## src/rtl/playback_packet_reader.sv

```systemverilog
// playback_packet_reader
//
// Playback-side reader for the 32-bit audio packet stream. A play command
// opens a prepacket slot of 32 bit ticks during which packet 0 is prefetched
// from sample memory. The block then serializes NUM_PACKETS words MSB-first,
// one bit per bit_tick. While each word is being shifted out, the next word is
// fetched one packet ahead into a holding buffer.
//
// Optional feature macro: PLAYBACK_LOOP_EN
//   Undefined (default): a single pass through the recording, then back to IDLE
//                        with a one-cycle done pulse.
//   Defined:             after the last packet the stream continues seamlessly
//                        with packet 0. done pulses at every wrap, and no new
//                        prepacket slot is inserted.
//
// Parameters
//   NUM_PACKETS  packets per recording (2**ADDR_W >= NUM_PACKETS, <= 1024)
//   ADDR_W       sample memory address width
//
// Ports
//   clk           single clock
//   reset         synchronous, active-high reset
//   Play_butt     start / restart playback (sampled every cycle)
//   Rec_butt      abort playback (sampled every cycle, beats Play_butt)
//   bit_tick      one-cycle strobe per serial bit slot (>= 3 cycles apart)
//   mem_rd_en     memory read strobe
//   mem_addr      memory read address
//   mem_rd_data   read data, valid exactly one cycle after mem_rd_en
//   sdata_out     serial output bit
//   bit_count     bit index within the current packet (0..31)
//   packet_count  index of the packet being output
//   prepacket     high during the prefetch slot
//   playing       high while in PREPACKET or STREAM
//   done          one-cycle pulse at the end of a recording

module playback_packet_reader #(
    parameter int NUM_PACKETS = 937,
    parameter int ADDR_W      = 10
) (
    input  logic              clk,
    input  logic              reset,
    input  logic              Play_butt,
    input  logic              Rec_butt,
    input  logic              bit_tick,
    output logic              mem_rd_en,
    output logic [ADDR_W-1:0] mem_addr,
    input  logic [31:0]       mem_rd_data,
    output logic              sdata_out,
    output logic [4:0]        bit_count,
    output logic [9:0]        packet_count,
    output logic              prepacket,
    output logic              playing,
    output logic              done
);

    typedef enum logic [1:0] {
        IDLE,
        PREPACKET,
        STREAM
    } state_t;

    localparam logic [9:0]  LAST_PACKET = 10'(NUM_PACKETS - 1);
    localparam logic [10:0] PACKET_END  = 11'(NUM_PACKETS);

    state_t state;
    state_t state_next;

    logic [31:0] shift_reg;
    logic [31:0] next_buf;
    logic        rd_pending;

    logic do_abort;
    logic do_start;
    logic do_step;
    logic do_shift;
    logic do_load;
    logic do_wrap;
    logic do_finish;

    logic [9:0]        load_pc;
    logic [10:0]       fetch_idx;
    logic              fetch_en;
    logic [ADDR_W-1:0] fetch_addr;

    // State register. Everything else hangs off the decoded control strobes.
    always_ff @(posedge clk) begin
        if (reset) begin
            state <= IDLE;
        end else begin
            state <= state_next;
        end
    end

    // Next-state and control decode. Rec_butt beats Play_butt, and both beat
    // bit_tick, so a tick arriving with either button is dropped.
    // In PREPACKET, the bit-31 tick loads the prefetched packet 0 and enters
    // STREAM. In STREAM, the bit-31 tick either loads the next packet or ends
    // the recording. In the looping build, the end of the recording is
    // replaced by a wrap back to packet 0.
    always_comb begin
        state_next = state;
        do_abort   = 1'b0;
        do_start   = 1'b0;
        do_step    = 1'b0;
        do_shift   = 1'b0;
        do_load    = 1'b0;
        do_wrap    = 1'b0;
        do_finish  = 1'b0;
        if (Rec_butt) begin
            state_next = IDLE;
            do_abort   = 1'b1;
        end else if (Play_butt) begin
            state_next = PREPACKET;
            do_start   = 1'b1;
        end else if (bit_tick) begin
            case (state)
                PREPACKET: begin
                    if (bit_count == 5'd31) begin
                        state_next = STREAM;
                        do_load    = 1'b1;
                    end else begin
                        do_step = 1'b1;
                    end
                end
                STREAM: begin
                    if (bit_count != 5'd31) begin
                        do_shift = 1'b1;
                    end else if (packet_count != LAST_PACKET) begin
                        do_load = 1'b1;
                    end else begin
`ifdef PLAYBACK_LOOP_EN
                        do_load = 1'b1;
                        do_wrap = 1'b1;
`else
                        state_next = IDLE;
                        do_finish  = 1'b1;
`endif
                    end
                end
                default: begin
                end
            endcase
        end
    end

    // Work out which packet a load makes current, and which address the
    // one-ahead prefetch should read.
    // The prepacket exit and a loop wrap both make packet 0 current;
    // otherwise the packet index advances by one. The prefetch targets the
    // packet after the new current one. In the single-pass build, the read
    // is suppressed once that address runs past the recording. In the
    // looping build, the read wraps round to address 0 instead.
    always_comb begin
        load_pc = packet_count + 10'd1;
        if (state == PREPACKET || do_wrap) begin
            load_pc = 10'd0;
        end
        fetch_idx  = {1'b0, load_pc} + 11'd1;
        fetch_en   = 1'b0;
        fetch_addr = '0;
`ifdef PLAYBACK_LOOP_EN
        fetch_en = 1'b1;
        if (fetch_idx != PACKET_END) begin
            fetch_addr = ADDR_W'(fetch_idx);
        end
`else
        if (fetch_idx < PACKET_END) begin
            fetch_en   = 1'b1;
            fetch_addr = ADDR_W'(fetch_idx);
        end
`endif
    end

    // Datapath: counters, shift register, prefetch buffer and memory port.
    // rd_pending marks the cycle in which read data is on mem_rd_data.
    // An abort or restart clears it and blocks that cycle's capture, so a
    // read issued before the restart can never leak into the new sequence.
    // Loads happen at least 3 cycles apart, while the capture completes 2
    // cycles after the load that issued it. next_buf is therefore settled
    // before it is needed.
    always_ff @(posedge clk) begin
        if (reset) begin
            shift_reg    <= 32'd0;
            next_buf     <= 32'd0;
            rd_pending   <= 1'b0;
            bit_count    <= 5'd0;
            packet_count <= 10'd0;
            mem_rd_en    <= 1'b0;
            mem_addr     <= '0;
            done         <= 1'b0;
        end else begin
            mem_rd_en  <= 1'b0;
            done       <= 1'b0;
            rd_pending <= mem_rd_en;
            if (rd_pending && !do_abort && !do_start) begin
                next_buf <= mem_rd_data;
            end
            if (do_abort || do_finish) begin
                bit_count    <= 5'd0;
                packet_count <= 10'd0;
                mem_addr     <= '0;
                done         <= do_finish;
                if (do_abort) begin
                    rd_pending <= 1'b0;
                end
            end else if (do_start) begin
                bit_count    <= 5'd0;
                packet_count <= 10'd0;
                mem_rd_en    <= 1'b1;
                mem_addr     <= '0;
                rd_pending   <= 1'b0;
            end else if (do_step) begin
                bit_count <= bit_count + 5'd1;
            end else if (do_shift) begin
                shift_reg <= {shift_reg[30:0], 1'b0};
                bit_count <= bit_count + 5'd1;
            end else if (do_load) begin
                shift_reg    <= next_buf;
                bit_count    <= 5'd0;
                packet_count <= load_pc;
                mem_rd_en    <= fetch_en;
                done         <= do_wrap;
                if (fetch_en) begin
                    mem_addr <= fetch_addr;
                end
            end
        end
    end

    // Status outputs are straight decodes of the state register. The serial
    // bit is only driven while streaming.
    assign playing   = (state != IDLE);
    assign prepacket = (state == PREPACKET);
    assign sdata_out = (state == STREAM) && shift_reg[31];

endmodule

```

## config.mk

```make
export PLATFORM = sky130hd
export DESIGN_NAME = playback_packet_reader
export DESIGN_NICKNAME = d
export VERILOG_FILES = /design/src/rtl/playback_packet_reader.sv
export SDC_FILE = /design/constraint.sdc
export NUM_CORES = 1
export LEC_CHECK = 0
export ABC_CLOCK_PERIOD_IN_PS = 6600
export CORE_ASPECT_RATIO = 1.25
export CORE_MARGIN = 2
export CORE_UTILIZATION = 60
export CTS_BUF_LIST = sky130_fd_sc_hd__clkbuf_4 sky130_fd_sc_hd__clkbuf_8
export DETAILED_ROUTE_END_ITERATION = 6
export PLACE_DENSITY_LB_ADDON = 0.05
export SLEW_MARGIN = 25
export SYNTH_ARGS = -nofsm -noshare
export SYNTH_HDL_FRONTEND = slang
export SYNTH_SLANG_ARGS = --single-unit
```

## constraint.sdc

```tcl
create_clock -name clk -period 6.6 [get_ports clk]
set_input_delay 1.98 -clock clk [delete_from_list [all_inputs] [get_ports clk]]
set_output_delay 1.98 -clock clk [all_outputs]
set_load 0.01 [all_outputs]
```

== Word-level counts from Yosys, hierarchy flattened ==
Cells that the tools add are included.

* Reductions and logical operators: 22
* Bitwise operators: 4
* Order comparisons: 1
* Add/subtract/negate cells: 3
* Mux-type cells: 47
* Eq/ne operators: 11

{| class="wikitable"
|+ Operator list
! cell !! count
|-
| two-way mux 32 bit || 2
|-
| two-way mux 1 bit || 35
|-
| two-way mux 10 bit || 2
|-
| two-way mux 5 bit || 3
|-
| adder 10 x 1 -> 11 bit, second input constant || 1
|-
| less-than comparator 11 x 10 -> 1 bit, second input constant || 1
|-
| adder 10 x 1 -> 10 bit, second input constant || 1
|-
| inequality test 10 bit, second input constant || 1
|-
| AND reduction 5 bit || 2
|-
| AND reduction 4 bit || 2
|-
| nonzero test 2 bit || 4
|-
| two-way mux 2 bit || 3
|-
| inequality test 3 bit, second input constant || 2
|-
| nonzero test 3 bit || 2
|-
| OR reduction 2 bit || 3
|-
| OR reduction 3 bit || 2
|-
| adder 5 x 1 -> 5 bit, second input constant || 1
|-
| equality test 5 bit, second input constant || 1
|-
| inequality test 5 bit, second input constant || 1
|-
| inequality test 2 bit, second input constant || 2
|-
| inverter 1 bit || 4
|-
| case mux 2 bit (2 select lines) || 1
|-
| logical AND 1 bit || 3
|-
| inequality test 3 x 2 -> 1 bit, second input constant || 1
|-
| 7 further kinds || 8
|}

* Input port bits: 37
* Register bits after elaboration: 94
* Output and inout port bits: 30

== Depth between registers and ports, before layout ==
Gate-level depths: netlist (run 1).

* Word-level depth: 11
* Gate-level depth with buffers: 14
* Depth with buffers taken out: 12

== Worst setup path before layout (run 1) ==
No wires, ideal clock.

* Path type: input to register
* Start: input port Play_butt
* End: register shift_reg[22]
* Library setup time: 0.139 ns
* Stages on the path: 7
* Data required time: 6.461 ns
* Setup slack: 2.922 ns
* Arrival: 3.540 ns
* Cells stage by stage: nor2_1 -> and4_1 -> buf_4 -> nor2b_1 -> a2111oi_4 -> buf_2 -> a211oi_1

* Longest elaborated chain between the ends: 5
* Elaborated cells between the ends (all ways): 17
* Those cells by class: 11 x mux; 3 x bitwise; 3 x reduce/logical

{| class="wikitable"
|+ RTL lines
! item !! line !! RTL
|-
| from (decl) || 42 || <nowiki>input logic Play_butt,</nowiki>
|-
| two-way mux 1 bit || 112 || <nowiki>end else if (Play_butt) begin</nowiki>
|-
| two-way mux 1 bit || 109 || <nowiki>if (Rec_butt) begin</nowiki>
|-
| logical OR 1 bit || 198 || <nowiki>if (do_abort || do_finish) begin</nowiki>
|-
| inverter 1 bit (no line) || - ||
|-
| AND reduction 4 bit (no line) || - ||
|-
| to (signal assigned) || 215 || <nowiki>shift_reg <= {shift_reg[30:0], 1'b0};</nowiki>
|-
| to (signal assigned) || 218 || <nowiki>shift_reg <= next_buf;</nowiki>
|-
| to (decl) || 68 || <nowiki>logic [31:0] shift_reg;</nowiki>
|}

Parallel ways exist; a longest one is shown, timed or not.
A chain may end at the register's enable or synchronous reset.

== Final worst setup path (run 1) ==
* Start: input port Play_butt
* End: register shift_reg[30]

The elaborated chain is that of the path after synthesis.

==> results of run 1 <==
==> layout by cell type (no fill, tap or decap), types with 9 or more instances in the layout <==
master	instances
sky130_fd_sc_hd__inv_1	11
sky130_fd_sc_hd__nor2_1	57
sky130_fd_sc_hd__clkdlybuf4s50_1	65
sky130_fd_sc_hd__a211oi_1	29
sky130_fd_sc_hd__clkbuf_8	9
sky130_fd_sc_hd__dfxtp_1	94
sky130_fd_sc_hd__a211oi_2	10
sky130_fd_sc_hd__mux2i_1	45
sky130_fd_sc_hd__a21oi_1	50
sky130_fd_sc_hd__nand2_1	79
==> worst paths after layout <==
| kind | start | endpoint | slack, ps | cells after the start |
|---|---|---|---|---|
| min reg2reg | next_buf[14] | next_buf[14] | 460 | 2 |
| min | next_buf[14] | next_buf[14] | 460 | 2 |
| max | Play_butt | shift_reg[30] | 2000 | 9 |
| max reg2reg | state[1] | mem_addr[0] | 3270 | 12 |
==> layout make-up <==
cell class | count | area [um^2] | share of cell area
inverters | 11 | 41.3 | 0.00768
multi-input cells | 379 | 2430 | 0.452
repair buffers | 71 | 693 | 0.129
well taps | 92 | 115 | 0.0214
flip-flops and latches | 94 | 1880 | 0.350
clock inverters | 6 | 91.3 | 0.0170
clock buffers | 9 | 124 | 0.0231
==> Yosys cell counts, types with 2 or more instances <==
cell type / count
sky130_fd_sc_hd__a211oi_2: 10
sky130_fd_sc_hd__mux2i_1: 45
sky130_fd_sc_hd__nand2b_1: 5
sky130_fd_sc_hd__o21ai_1: 2
sky130_fd_sc_hd__dfxtp_1: 94
sky130_fd_sc_hd__xor2_1: 4
sky130_fd_sc_hd__o31a_1: 2
sky130_fd_sc_hd__nand3_1: 8
sky130_fd_sc_hd__buf_6: 2
sky130_fd_sc_hd__o21ai_0: 7
sky130_fd_sc_hd__ha_1: 8
sky130_fd_sc_hd__buf_4: 5
sky130_fd_sc_hd__o22ai_1: 2
sky130_fd_sc_hd__nor3_1: 7
sky130_fd_sc_hd__and3_1: 5
sky130_fd_sc_hd__clkbuf_1: 16
sky130_fd_sc_hd__a21oi_1: 50
sky130_fd_sc_hd__or3_1: 3
sky130_fd_sc_hd__nand4_1: 5
sky130_fd_sc_hd__a211oi_1: 29
sky130_fd_sc_hd__nor2b_1: 5
sky130_fd_sc_hd__buf_2: 7
sky130_fd_sc_hd__a31oi_1: 2
sky130_fd_sc_hd__nor3b_1: 2
sky130_fd_sc_hd__and2_1: 6
sky130_fd_sc_hd__nor2_1: 57
sky130_fd_sc_hd__a21oi_2: 2
sky130_fd_sc_hd__buf_1: 5
sky130_fd_sc_hd__o21a_1: 3
sky130_fd_sc_hd__nand2_1: 80
sky130_fd_sc_hd__xnor2_1: 8
sky130_fd_sc_hd__inv_1: 11
==> per-layer routing <==
metal	track usage	up-vias	wire length [um]
li1	-	1902	-
met1	0.311	1762	4260
met2	0.416	78	4840
met3	0.0502	27	362
met4	0.123	0	310
met5	0	-	0
==> critical path: cells and delay by family <==
kind / cells / cell delay, ps
buffers and inverters: 3 / 1400
AND/OR/NAND/NOR: 4 / 910
AO/OA/AOI/OAI: 2 / 540
==> power by group <==
part	switching (uW)	internal, uW
registers	0.830	568
logic	21.8	24.0
clock network	208	215
total	230	807
==> kinds of logic after synthesis <==
| logic type | Yosys count | synth area share |
|---|---|---|
| buffers and inverters | 46 | 0.0476 |
| XOR/XNOR | 14 | 0.0319 |
| AND/OR/NAND/NOR | 194 | 0.196 |
| AO/OA/AOI/OAI | 117 | 0.184 |
| adder cells (fa/ha/maj) | 8 | 0.0222 |
| multiplexers | 46 | 0.102 |
| flip-flops | 94 | 0.417 |
==> through the flow <==
| stage | instance area [um^2] | cells | utilization | power [uW] | setup slack, ps |
|---|---|---|---|---|---|
| final | 5370 | 662 | 0.730 | 1040 | 2000 |
| after floorplan | 4520 | 519 | - | 598 | 2920 |
| after CTS | 5370 | 662 | 0.730 | 1040 | 2040 |
| after global routing | 5370 | 662 | 0.730 | 1070 | 1800 |
| after detailed placement | 5160 | 647 | 0.701 | 627 | 1690 |
| after global placement | 5160 | 647 | 0.701 | 627 | 1830 |
==> out/qor.tcl, run 1 <==
set qor(status) {finished clean}
set qor(grt_overflow) 0
set qor(cts_resized) 0
set qor(wl_per_cell_um) 14.8
set qor(hold_ws_ps) 460
set qor(max-vdd-ir-drop_mv) 0.141
set qor(syn-num-nets) 564
set qor(finalHoldViolCount) 0
set qor(cap_viol_max_count) 0
set qor(timing.critical_path.to_type) {flop}
set qor(cts_tree) {built}
set qor(cts_buffers) 9
set qor(max-clock-path-buffers) 2
set qor(floorplan.initialDensity) 0.614
set qor(dp_hpwl_um) 6570
set qor(timing.setup.critical_path_class) {input port to flop}
set qor(fp.coreArea_um2) 7360
set qor(drt-total-wl_um) 9770
set qor(antenna_found_initial) 0
set qor(worst_slew_pin_slew_ps) 920
set qor(fin_skew_ps) 11.5
set qor(gp_congestion) 0.866
set qor(ys_seq_area_frac) 0.417
set qor(io_buffer_count) 66
set qor(critical_path.slowest_cell) {sky130_fd_sc_hd__buf_4}
set qor(layout-area-overhead-vs-synth_pct) 19.0
set qor(cts_sinks) 94
set qor(worstPathRequired_ps) 6880
set qor(postSynth.topFlopCell) {sky130_fd_sc_hd__dfxtp_1}
set qor(clock_tree.htree_level_count) 3
set qor(viasPerCell) 5.69
set qor(relSlewSlack) 0.385
set qor(ys.warnings.count) 0
set qor(drt_first_iter_violations) 163
set qor(powerDensity_nw_per_um2) 193
set qor(placement_rows) 35
set qor(netlist_top_cells_area) {sky130_fd_sc_hd__dfxtp_1, sky130_fd_sc_hd__mux2i_1, sky130_fd_sc_hd__nand2_1, sky130_fd_sc_hd__a21oi_1, sky130_fd_sc_hd__a211oi_1}
set qor(asyncSetResetFlopFracSynth) 0
set qor(postCtsHoldBufs) 0
set qor(gr-usage-all-layers) 0.252
set qor(netlist_area_um2) 4520
set qor(fraction_of_layout_cells_with_a_size_suffix_above_1) 0.0825
set qor(synth_largest_type_area_fraction) 0.417
set qor(hold_path.class) {flop to flop}
set qor(fmax_ghz) 0.218
set qor(grt_max_degree) 69
set qor(arrival_ps) 4880
set qor(clock_latency_ps) 370
set qor(die_width_um) 81.6
set qor(first_pass_drt_iterations) 4
set qor(first_pass_grt_wire_length_um) 16200
set qor(antenna_cells_inserted) 0
set qor(fp.dieH_um) 101
set qor(path_clk_slew_ps) 90
set qor(timing.final.max_slew_violations) 0
set qor(drt_drc_violations_left) 0
set qor(postSynthRegisterBits) 94
set qor(post_cts_buffers) 0
set qor(final_nets) 611
set qor(setup_total_negative_slack_ps) 0
set qor(max_stage_delay_ps) 560
set qor(synth_area_per_cell_um2) 8.70
set qor(synthDistinctLibCells) 54
set qor(critical_path_peak_fanout) 64
set qor(clock_tree.root_cell) {sky130_fd_sc_hd__clkbuf_8}
set qor(antenna_left) 0
set qor(timing.final.crit_share) 0.696
set qor(pin_count) 67
set qor(setup_viol) 0
set qor(netlist_instances) 519
set qor(number_of_global_route_vias_before_repair) 3530
set qor(synth-edff-count) 0
set qor(timing.critical_path.cells) {clkdlybuf4s50_1, nor2_1, nand3_2, buf_4, nor2b_1, a2111oi_4, buf_4, nor2_1, a211oi_2}
set qor(route.vias.total) 3769
set qor(p_leak_uw) 0.00192
set qor(setup.worst_path.start_class) {input port}
set qor(layout_min_cycle_time_ps) 4600
set qor(grt_setup_unrepaired) {false}
set qor(synth_area_leader_cell) {sky130_fd_sc_hd__dfxtp_1}
set qor(fillerInstances) 574
set qor(die-area_um2) 8240
(Power assumes the default switching activity.)
==> run 2: changes to the inputs <==
ABC_CLOCK_PERIOD_IN_PS = 4800   (was 6600)
CORE_UTILIZATION = 56   (was 60)
clock period = 4.8 ns   (was 6.6 ns; I/O delays follow)
==> run 2 against run 1 <==
  * Global-route usage decreased by 3.0 points
  * Register-to-register slack got worse by 1700 ps
  * First-iteration DRC count decreased by 5.5%
  * Wire length decreased by 2.5%
  * Via count decreased by 0.50%
  * Critical path depth decreased by 6
  * Critical path type is now flop to output port
==> out/qor.tcl, run 2 (synthesized netlist as in run 1, its figures left out) <==
set qor(drt_drc_violations_left) 0 ;# unchanged
set qor(gp_congestion) 0.899 ;# +3.8%
set qor(max_stage_delay_ps) 670 ;# +110 ps
set qor(drt-total-wl_um) 9520 ;# -2.5%
set qor(path_clk_slew_ps) 90 ;# about the same
set qor(timing.final.max_slew_violations) 0 ;# unchanged
set qor(drt_first_iter_violations) 154 ;# -5.5%
set qor(antenna_cells_inserted) 0 ;# unchanged
set qor(clock_latency_ps) 360 ;# about the same
set qor(cts_tree) {built}
set qor(met1Wirelength_um) 4260 ;# about the same
set qor(antenna_found_initial) 0 ;# unchanged
set qor(status) {finished clean}
set qor(gr-usage-all-layers) 0.222 ;# -0.0298
set qor(hold_path.class) {flop to flop}
set qor(finalHoldViolCount) 0 ;# unchanged
set qor(cap_viol_max_count) 0 ;# unchanged
set qor(fp.dieH_um) 104 ;# +3.4%
set qor(setup_viol) 0 ;# unchanged
set qor(worstPathRequired_ps) 3360 ;# -3520 ps
set qor(cts_sinks) 94 ;# unchanged
set qor(final_cell_mix) {sky130_fd_sc_hd__dfxtp_1, sky130_fd_sc_hd__nand2_1, sky130_fd_sc_hd__clkdlybuf4s50_1, sky130_fd_sc_hd__nor2_1, sky130_fd_sc_hd__a21oi_1}
set qor(postCtsHoldBufs) 0 ;# unchanged
set qor(pin_count) 67 ;# unchanged
set qor(hold_ws_ps) 458 ;# -1.90 ps
set qor(cts_resized) 0 ;# unchanged
set qor(highest_metal_layer_used_by_the_detailed_router) {met4}
set qor(floorplan.initialDensity) 0.580 ;# -0.0343
set qor(fp.coreArea_um2) 7790 ;# +5.9%
set qor(io_buffer_count) 66 ;# unchanged
set qor(wl_per_cell_um) 14.3 ;# -3.3%
set qor(critical_path_buf_inv_count) 2 ;# -1
set qor(p_leak_uw) 0.00191 ;# -0.19%
set qor(final_nets) 612 ;# +0.16%
set qor(placement_rows) 36 ;# +2.9%
set qor(setup.worst_path.start_class) {flop}
set qor(first_pass_grt_wire_length_um) 16100 ;# -1.0%
set qor(worst_slew_pin_slew_ps) 888 ;# -31.1 ps
set qor(timing.critical_path.to_type) {output port}
set qor(die_width_um) 84.3 ;# +3.3%
set qor(post_cts_buffers) 0 ;# unchanged
set qor(viasPerCell) 5.62 ;# -1.2%
set qor(die-area_um2) 8800 ;# +6.8%
set qor(most_common_library_cell_in_the_layout_ignoring_fill_and_taps) {sky130_fd_sc_hd__dfxtp_1}
set qor(setup_total_negative_slack_ps) 0 ;# unchanged
set qor(critical-path-top-delay-family) {buffers and inverters}
set qor(first_pass_drt_iterations) 4 ;# unchanged
set qor(grt_max_degree) 68 ;# -1.4%
set qor(met2_length_um) 4740 ;# -2.0%
set qor(layout_min_cycle_time_ps) 3510
set qor(fin_skew_ps) 12.8 ;# +1.26 ps
set qor(route.vias.total) 3750 ;# -0.50%
set qor(max-vdd-ir-drop_mv) 0.241 ;# +71%
set qor(number_of_global_route_vias_before_repair) 3525 ;# -0.14%
set qor(cts_buffers) 9 ;# unchanged
set qor(antenna_left) 0 ;# unchanged
set qor(max-clock-path-buffers) 2 ;# unchanged
set qor(clock_tree.root_cell) {sky130_fd_sc_hd__clkbuf_8}
set qor(grt_setup_unrepaired) {false}
set qor(fraction_of_layout_cells_with_a_size_suffix_above_1) 0.0857 ;# +0.00321
set qor(critical_path.slowest_cell) {sky130_fd_sc_hd__clkdlybuf4s50_1}
set qor(clock_tree.htree_level_count) 3 ;# unchanged
set qor(critical_path_peak_fanout) 15 ;# -77%
set qor(route.met3.wl_um) 336 ;# -7.2%
set qor(dp_hpwl_um) 6610 ;# +0.69%
set qor(timing.critical_path.cells) {inv_1, ha_1, clkdlybuf4s50_1}
set qor(timing.final.crit_share) 0.731
set qor(arrival_ps) 2070 ;# -2810 ps
set qor(timing.setup.critical_path_class) {flop to output port}
set qor(fmax_ghz) 0.285
set qor(grt_overflow) 0 ;# unchanged
set qor(relSlewSlack) 0.406 ;# +0.0208
set qor(layout-area-overhead-vs-synth_pct) 18.8
set qor(powerDensity_nw_per_um2) 256 ;# +33%
==> run 2: cell count changes in the layout (fill, tap and decap cells not counted), sizes merged <==
| cell | change |
|---|---|
| buf | +1 |
| bufinv | -1 |
| clkinv | +2 |
| clkinvlp | +1 |
| inv | -1 |
==> run 2: tightest hold or removal path, delay by kind of cell, from the launching register on <==
kind | cells | cell delay, ps
AND/OR/NAND/NOR | 1 | 50
flip-flops | 1 | 320
AO/OA/AOI/OAI | 1 | 50
==> run 2: routing by layer <==
metal	GRT usage	up-vias
li1	-	1904
met1	0.276	1763
met2	0.380	65
met3	0.0444	18
met4	0.0828	0
met5	0	-
==> run 2: path summary, 6_finish.rpt <==
kind | from | endpoint | slack (ps) | depth (start not counted)
worst max-delay path | state[1] | prepacket | 1290 | 3
worst min-delay path | next_buf[2] | next_buf[2] | 460 | 2
worst max register to register | state[1] | mem_rd_en | 1560 | 12
worst min register to register | next_buf[2] | next_buf[2] | 460 | 2
==> run 2: where the power goes <==
group | internal (uW) | switching, uW
clock network | 244 | 288
registers | 781 | 1.00
logic | 32.9 | 29.7
total | 1060 | 319
==> run 2: metrics by stage <==
stage                     cell area [um^2]  worst slack [ps]  instances  power [uW]   util
final                                 5370              1290        667        1380  0.689
after global routing                  5370              1190        667        1430  0.689
after CTS                             5370              1290        667        1390  0.689
after detailed placement              5170               979        651         863  0.663
after global placement                5170              1170        651         862  0.663
after floorplan                       4520              1660        519         823      -
==> run 2: final cells by class <==
cell class | instances | area [um^2]
multi-input combinational | 379 | 2430
fill | 671 | 2430
sequential | 94 | 1880
timing repair buffer | 72 | 701
clock buffer | 9 | 124
tap | 95 | 119
clock inverter | 7 | 72.6
inverter | 11 | 41.3
